`config.mk`:
```
export PLATFORM = sky130hd
export DESIGN_NAME = control_sequencer
export DESIGN_NICKNAME = d
export VERILOG_FILES = /design/src/rtl/control_sequencer.sv
export SDC_FILE = /design/constraint.sdc
export NUM_CORES = 1
export LEC_CHECK = 0
export ABC_AREA = 1
export ABC_CLOCK_PERIOD_IN_PS = 3200
export CAP_MARGIN = 0
export CORE_UTILIZATION = 40
export DETAILED_ROUTE_END_ITERATION = 7
export PLACE_DENSITY = 0.92
export SLEW_MARGIN = 20
export SYNTH_ARGS = -nofsm -noshare
export SYNTH_HDL_FRONTEND = slang
export SYNTH_SLANG_ARGS = --single-unit
```
`constraint.sdc`:
```
create_clock -name i_clk -period 3.2 [get_ports i_clk]
set_clock_uncertainty 0.05 [all_clocks]
set_input_delay 0.64 -clock i_clk [delete_from_list [all_inputs] [get_ports i_clk]]
set_output_delay 0.64 -clock i_clk [all_outputs]
set_load 0.005 [all_outputs]
```
`src/rtl/control_sequencer.sv`:
```
// control_sequencer: microcode sequencer driving the active-low bus strobes of the 8-bit CPU.
// Optional SEQ_SINGLE_STEP_EN adds i_step_req: advance and strobe only on requested cycles.
module control_sequencer #(
   parameter int SKIP_EMPTY_STEPS = 1,
   parameter int OPCODE_WIDTH     = 4
) (
   input  logic       i_clk,
   input  logic       i_reset,
   input  logic [7:0] i_instruction,
   input  logic       i_flag_carry,
   input  logic       i_flag_zero,
`ifdef SEQ_SINGLE_STEP_EN
   input  logic       i_step_req,
`endif
   output logic       o_pc_read_n,
   output logic       o_pc_write_n,
   output logic       o_pc_inc_n,
   output logic       o_mar_write_n,
   output logic       o_ram_read_n,
   output logic       o_ram_write_n,
   output logic       o_ir_write_n,
   output logic       o_ir_read_n,
   output logic       o_a_read_n,
   output logic       o_a_write_n,
   output logic       o_b_write_n,
   output logic       o_alu_read_n,
   output logic       o_alu_sub,
   output logic       o_flags_write_n,
   output logic       o_out_write_n,
   output logic       o_halted,
   output logic [2:0] o_step
);
   logic [2:0] r_step, w_step_nxt, w_last;
   logic       r_halted, w_halted_nxt, w_adv, w_act;
   logic       w_t0, w_t1, w_t2, w_t3, w_t4, w_alu, w_mem, w_jmp;
   logic [OPCODE_WIDTH-1:0] w_op;
   // the operand nibble reaches the bus through the IR, never through this block
   logic       w_unused_operand;

   assign w_op             = i_instruction[7 -: OPCODE_WIDTH];
   assign w_unused_operand = ^i_instruction[3:0];
`ifdef SEQ_SINGLE_STEP_EN
   assign w_adv = i_step_req;
`else
   assign w_adv = 1'b1;
`endif

   always_ff @(posedge i_clk) begin
      if (i_reset) begin
         r_step   <= 3'd0;
         r_halted <= 1'b0;
      end else begin
         r_step   <= w_step_nxt;
         r_halted <= w_halted_nxt;
      end
   end

   always_comb begin
      w_last       = (w_op == 4'h1 || w_op == 4'h4) ? 3'd3 : (w_op == 4'h2 || w_op == 4'h3) ? 3'd4 : 3'd2;
      w_step_nxt   = r_step;
      w_halted_nxt = r_halted;
      // the halting edge leaves the counter parked on T2
      if (!r_halted && w_adv) begin
         if (r_step == 3'd2 && w_op == 4'hF)
            w_halted_nxt = 1'b1;
         else
            w_step_nxt = ((SKIP_EMPTY_STEPS != 0 && r_step == w_last) || r_step == 3'd4) ? 3'd0 : r_step + 3'd1;
      end
   end

   always_comb begin
      w_act           = !i_reset && !r_halted && w_adv;
      w_t0            = w_act && r_step == 3'd0;
      w_t1            = w_act && r_step == 3'd1;
      w_t2            = w_act && r_step == 3'd2;
      w_t3            = w_act && r_step == 3'd3;
      w_t4            = w_act && r_step == 3'd4;
      w_alu           = w_op == 4'h2 || w_op == 4'h3;
      w_mem           = w_op == 4'h1 || w_alu || w_op == 4'h4;
      w_jmp           = w_op == 4'h6 || (w_op == 4'h7 && i_flag_carry) || (w_op == 4'h8 && i_flag_zero);
      o_pc_read_n     = !w_t0;
      o_pc_write_n    = !(w_t2 && w_jmp);
      o_pc_inc_n      = !w_t1;
      o_mar_write_n   = !(w_t0 || (w_t2 && w_mem));
      o_ram_read_n    = !(w_t1 || (w_t3 && (w_op == 4'h1 || w_alu)));
      o_ram_write_n   = !(w_t3 && w_op == 4'h4);
      o_ir_write_n    = !w_t1;
      o_ir_read_n     = !(w_t2 && (w_mem || w_op == 4'h5 || w_jmp));
      o_a_read_n      = !((w_t3 && w_op == 4'h4) || (w_t2 && w_op == 4'hE));
      o_a_write_n     = !((w_t3 && w_op == 4'h1) || (w_t4 && w_alu) || (w_t2 && w_op == 4'h5));
      o_b_write_n     = !(w_t3 && w_alu);
      o_alu_read_n    = !(w_t4 && w_alu);
      o_alu_sub       = (w_t3 || w_t4) && w_op == 4'h3;
      o_flags_write_n = !(w_t4 && w_alu);
      o_out_write_n   = !(w_t2 && w_op == 4'hE);
      o_halted        = r_halted && !i_reset;
      o_step          = i_reset ? 3'd0 : r_step;
   end
endmodule

```
# [Word level (Yosys, flattened, before mapping)]
# Cells that the tools add are included.
[word_totals] word_cells=78 regBits=4
[classes] n_reduce_logical=52 mux=6 n_addsub=1 bitwise=2 eq_ne=15
[ops] cell="$logic_and 1x1->1" count=21
[ops] cell="$eq 4x3->1 const B" count=4
[ops] cell="$logic_or 1x1->1" count=15
[ops] cell="$logic_not 1->1" count=14
[ops] cell="$eq 4x4->1 const B" count=3
[ops] cell="$mux 3" count=4
[ops] cell="$eq 4x2->1 const B" count=2
[ops] cell="$eq 3x2->1 const B" count=2
[ops] cell="$eq 4x1->1 const B" count=1
[ops] cell="$add 3x1->3 const B" count=1
[ops] cell="$eq 3x1->1 const B" count=1
[ops] cell="$eq 3x3->1" count=1
[ops] cell="$eq 3x3->1 const B" count=1
[ops] cell="$logic_not 3->1" count=1
[ops] cell="$mux 1" count=2
[ops] cell="$not 1->1" count=2
[ops] cell="$reduce_and 2->1" count=1

# [Depth between registers and ports, before layout]
[logic_depth] depth_word=8 depth_mapped=9 ltp_nobuf=9

# [Worst setup path before layout]
# No wires, ideal clock.
[synth_timing] path_type="in2out" startpoint="in i_instruction[6]" endpoint="out o_flags_write_n" path_stages=4 t_arrival_ns=1.338 slack_ns=1.172 cell_sequence="nor2_1 > nand2_1 > or2_1 > buf_4"
[synth_via] elab_chain_len=4 word_cells_on_any_way=5
[synth_rtl] item="start, declared" line="9" rtl="input logic [7:0] i_instruction,"
[synth_rtl] item="$eq 4x2->1" line="78" rtl="w_alu = w_op == 4'h2 || w_op == 4'h3;"
[synth_rtl] item="$logic_or 1x1->1 (*)" line="78"
[synth_rtl] item="$logic_and 1x1->1 (*)"
[synth_rtl] item="$logic_not 1->1 (*)"
[synth_rtl] item="end, declared" line="28" rtl="output logic o_flags_write_n,"
# Every way passes the cells marked *; elsewhere a longest branch is shown, timed or not.

# [Worst setup path after layout]
[layout_timing] startpoint="in i_instruction[7]" endpoint="out o_a_write_n"
[layout_via] elab_chain_len=6 word_cells_on_any_way=11
[layout_rtl] item="$eq 4x2->1" line="78"
[layout_rtl] item="$logic_or 1x1->1" line="78"
[layout_rtl] item="$logic_and 1x1->1" line="90" rtl="o_a_write_n = !((w_t3 && w_op == 4'h1) || (w_t4 && w_alu) || (w_t2 && w_op == 4'h5));"
[layout_rtl] item="$logic_or 1x1->1" line="90"
[layout_rtl] item="$logic_or 1x1->1 (*)" line="90"
[layout_rtl] item="$logic_not 1->1 (*)" line="90"
[layout_rtl] item="end, declared" line="24" rtl="output logic o_a_write_n,"
# Marked as above.

==> metrics.cfg <==
[drt]
dr.pass1.iters=4
ant_nets=0
viasPerCell=4.76
vias=671
wire_per_inst_microns=9.30
dr.first_iter.drc_count=9
drc=0
drt-total-wl_microns=1310

[setup_path]
cp_slowest_stage_delay_ns=0.47
crit_type=input port to primary output
worstPathRequired_ns=2.51
end_kind=primary output
start_kind=input port
critPathMaxFanout=5
crit_family=buffers and inverters
crit_slowest_cell=clkdlybuf4s50_1
path_cells=clkdlybuf4s50_1 > nor2_1 > nand2_1 > or2_1 > o21ai_1 > nor2_1 > clkdlybuf4s50_1
cp_data_arrival_time_ns=2.33
cp_num_buf_inv=2

[synth]
seq_area_frac_synth_pct=14.3
syn_inst=98
synth_top_family_by_area=simple AND/OR/NAND/NOR gates
synth_area_sq_um=559
syn_nets=115
synthMuxAreaShare_pct=0
syn_area_per_cell_sq_um=5.71
synth_xor_area_share_pct=0
ys.warnings.count=0
ys_types=24
ys_seq_elements=4
synth_fa_ha_area_share_pct=11.2
synthSimpleGateAreaFrac_pct=49.9
synth_compound_area_share_pct=9.17

[pwr]
fin_total_pwr_mw=0.369
p_leak_nw=0.390
seqPwrFrac_pct=23.3
cell_internal_pwr_mw=0.222
pwr-share-comb_pct=61.2
power_density_mw_per_mm2=435
vdd_ir_drop_max_uv=318
clkPwrFrac_pct=15.6
swShare_pct=39.9
p_switching_mw=0.147

[sta]
maxSlewHeadroom_pct=80.4
fin_crit_ns=3.02
maxSlewViolCount=0
setup_violations=0
final-hold-violation-count=0
fmax_mhz=331
setup_tns_ns=0
timing.final.ws_setup_ns=0.179
period_share_pct=94.4
rsz0062_at_grt=no
worst_pin_slew_ns=0.294

[final_layout]
antennaDiodeCount=0
final_nets=145
syn_to_final_growth_pct=51.9
utilization_pct=65.3
final_cell_mix=nand2_1 (26), clkdlybuf4s50_1 (26), nor2_1 (19), inv_1 (14), nand3_1 (7)
layout-drive-gt1-share_pct=10.3

[grt]
grt_overflow=0
grt_first_pass_wirelength_microns=2080
antenna_found_initial=0
grt_pass1_vias=563
grt_start_max_net_pins=8
track_usage_pct=19.5

[floorplanning]
coreArea_sq_mm=0.00130
die_height_microns=39.4
pin_count=31
start_util_pct=43.0
core.rowCount=13
chipWidth_microns=39.4
die-area_sq_mm=0.00155

[placed_design]
io_buffers=26
dp_hpwl_microns=1120
gp_congestion=0.779
place_ws_ns=0.212

[clock_network]
cts_buffer_depth=2
cts_tree=yes
cts_root_buffer=clkbuf_4
htreeDepth=1
holdBufCountCts=0
clk_latency_ns=0.22
cts_inserted_buffers=3
cts_resized=0
cts_setup_buffers=0
clkTransAtPathRegs_ns=0.03
cts_sinks=4

[min_path]
min_path_type=flip-flop to flip-flop

[run]
drv_cap=0

[status]
status=finished, final reports clean

==> layer usage <==
metal  share of wire, %  track usage (%)  up-vias
met4                  0             5.17        0
met2                 50             40.0       22
li1                   -                -      360
met3                5.6             3.41        0
met1                 45             19.4      289
met5                  0                0        -
==> registers in the layout, summed over array words and instances, names as in the netlist <==
| register | flops |
|---|---|
| r_step | 3 |
| r_halted | 1 |
==> synthesized netlist by cell type (all sizes together) <==
library cell / n / area [sq um]
nand4: 1 / 6.26
nand2: 27 / 104
o21ai: 4 / 20.0
nand3: 8 / 45.0
nor3: 1 / 5.00
nor2: 22 / 100
a21oi: 1 / 8.76
buf: 3 / 26.3
a211oi: 1 / 7.51
dfxtp: 4 / 80.1
o21a: 1 / 7.51
a22oi: 1 / 7.51
inv: 16 / 60.1
and2: 1 / 6.26
or2: 2 / 12.5
ha: 5 / 62.6
==> worst reg2reg max path, stage by stage (launching register included) <==
cell     delay (ns)
dfxtp_1        0.40
inv_1          0.14
ha_1           0.22
nand2_2        0.08
inv_1          0.04
nand2_1        0.10
inv_1          0.08
nor2_1         0.12
nand3_1        0.09
nand2_1        0.06
==> through the flow <==
| step | instances | cell area [sq um] | hold slack (ns) |
|---|---|---|---|
| floorplan | 98 | 559 | 0.424 |
| global placement | 138 | 827 | 0.452 |
| detailed placement | 138 | 827 | 0.467 |
| CTS | 141 | 850 | 0.472 |
| global route | 141 | 850 | 0.513 |
| finish | 141 | 850 | 0.470 |
==> worst paths after layout <==
path                         start     endpoint  slack [ns]  depth (start not counted)
hold / removal           r_step[0]    r_step[0]        0.47                          2
setup / recovery  i_instruction[7]  o_a_write_n        0.18                          7
hold reg to reg          r_step[0]    r_step[0]        0.47                          2
setup reg to reg         r_step[0]    r_step[2]        1.77                          9
==> power by group through the flow <==
stage,Combinational [mW],Sequential [mW],Clock (mW)
final,0.226,0.0860,0.0575
after floorplan,0.139,0.0806,0
after CTS,0.228,0.0853,0.0601
after global placement,0.220,0.0858,0
after global routing,0.254,0.0884,0.0661
after detailed placement,0.226,0.0859,0
==> cell type report <==
cell class	instances	area, sq um
Fill cell	129	452
Multi-Input combinational cell	75	393
Timing Repair Buffer	28	275
Sequential cell	4	80.1
Inverter	16	60.1
Clock buffer	3	22.5
Tap cell	15	18.8
==> cells by family after synthesis <==
kind of cell,count (synthesis)
AOI/OAI and AO/OA,8
adders and majority gates,5
buffers and inverters,19
DFF,4
and+or+nand+nor,62
Power figures use the tool's default switching activity.
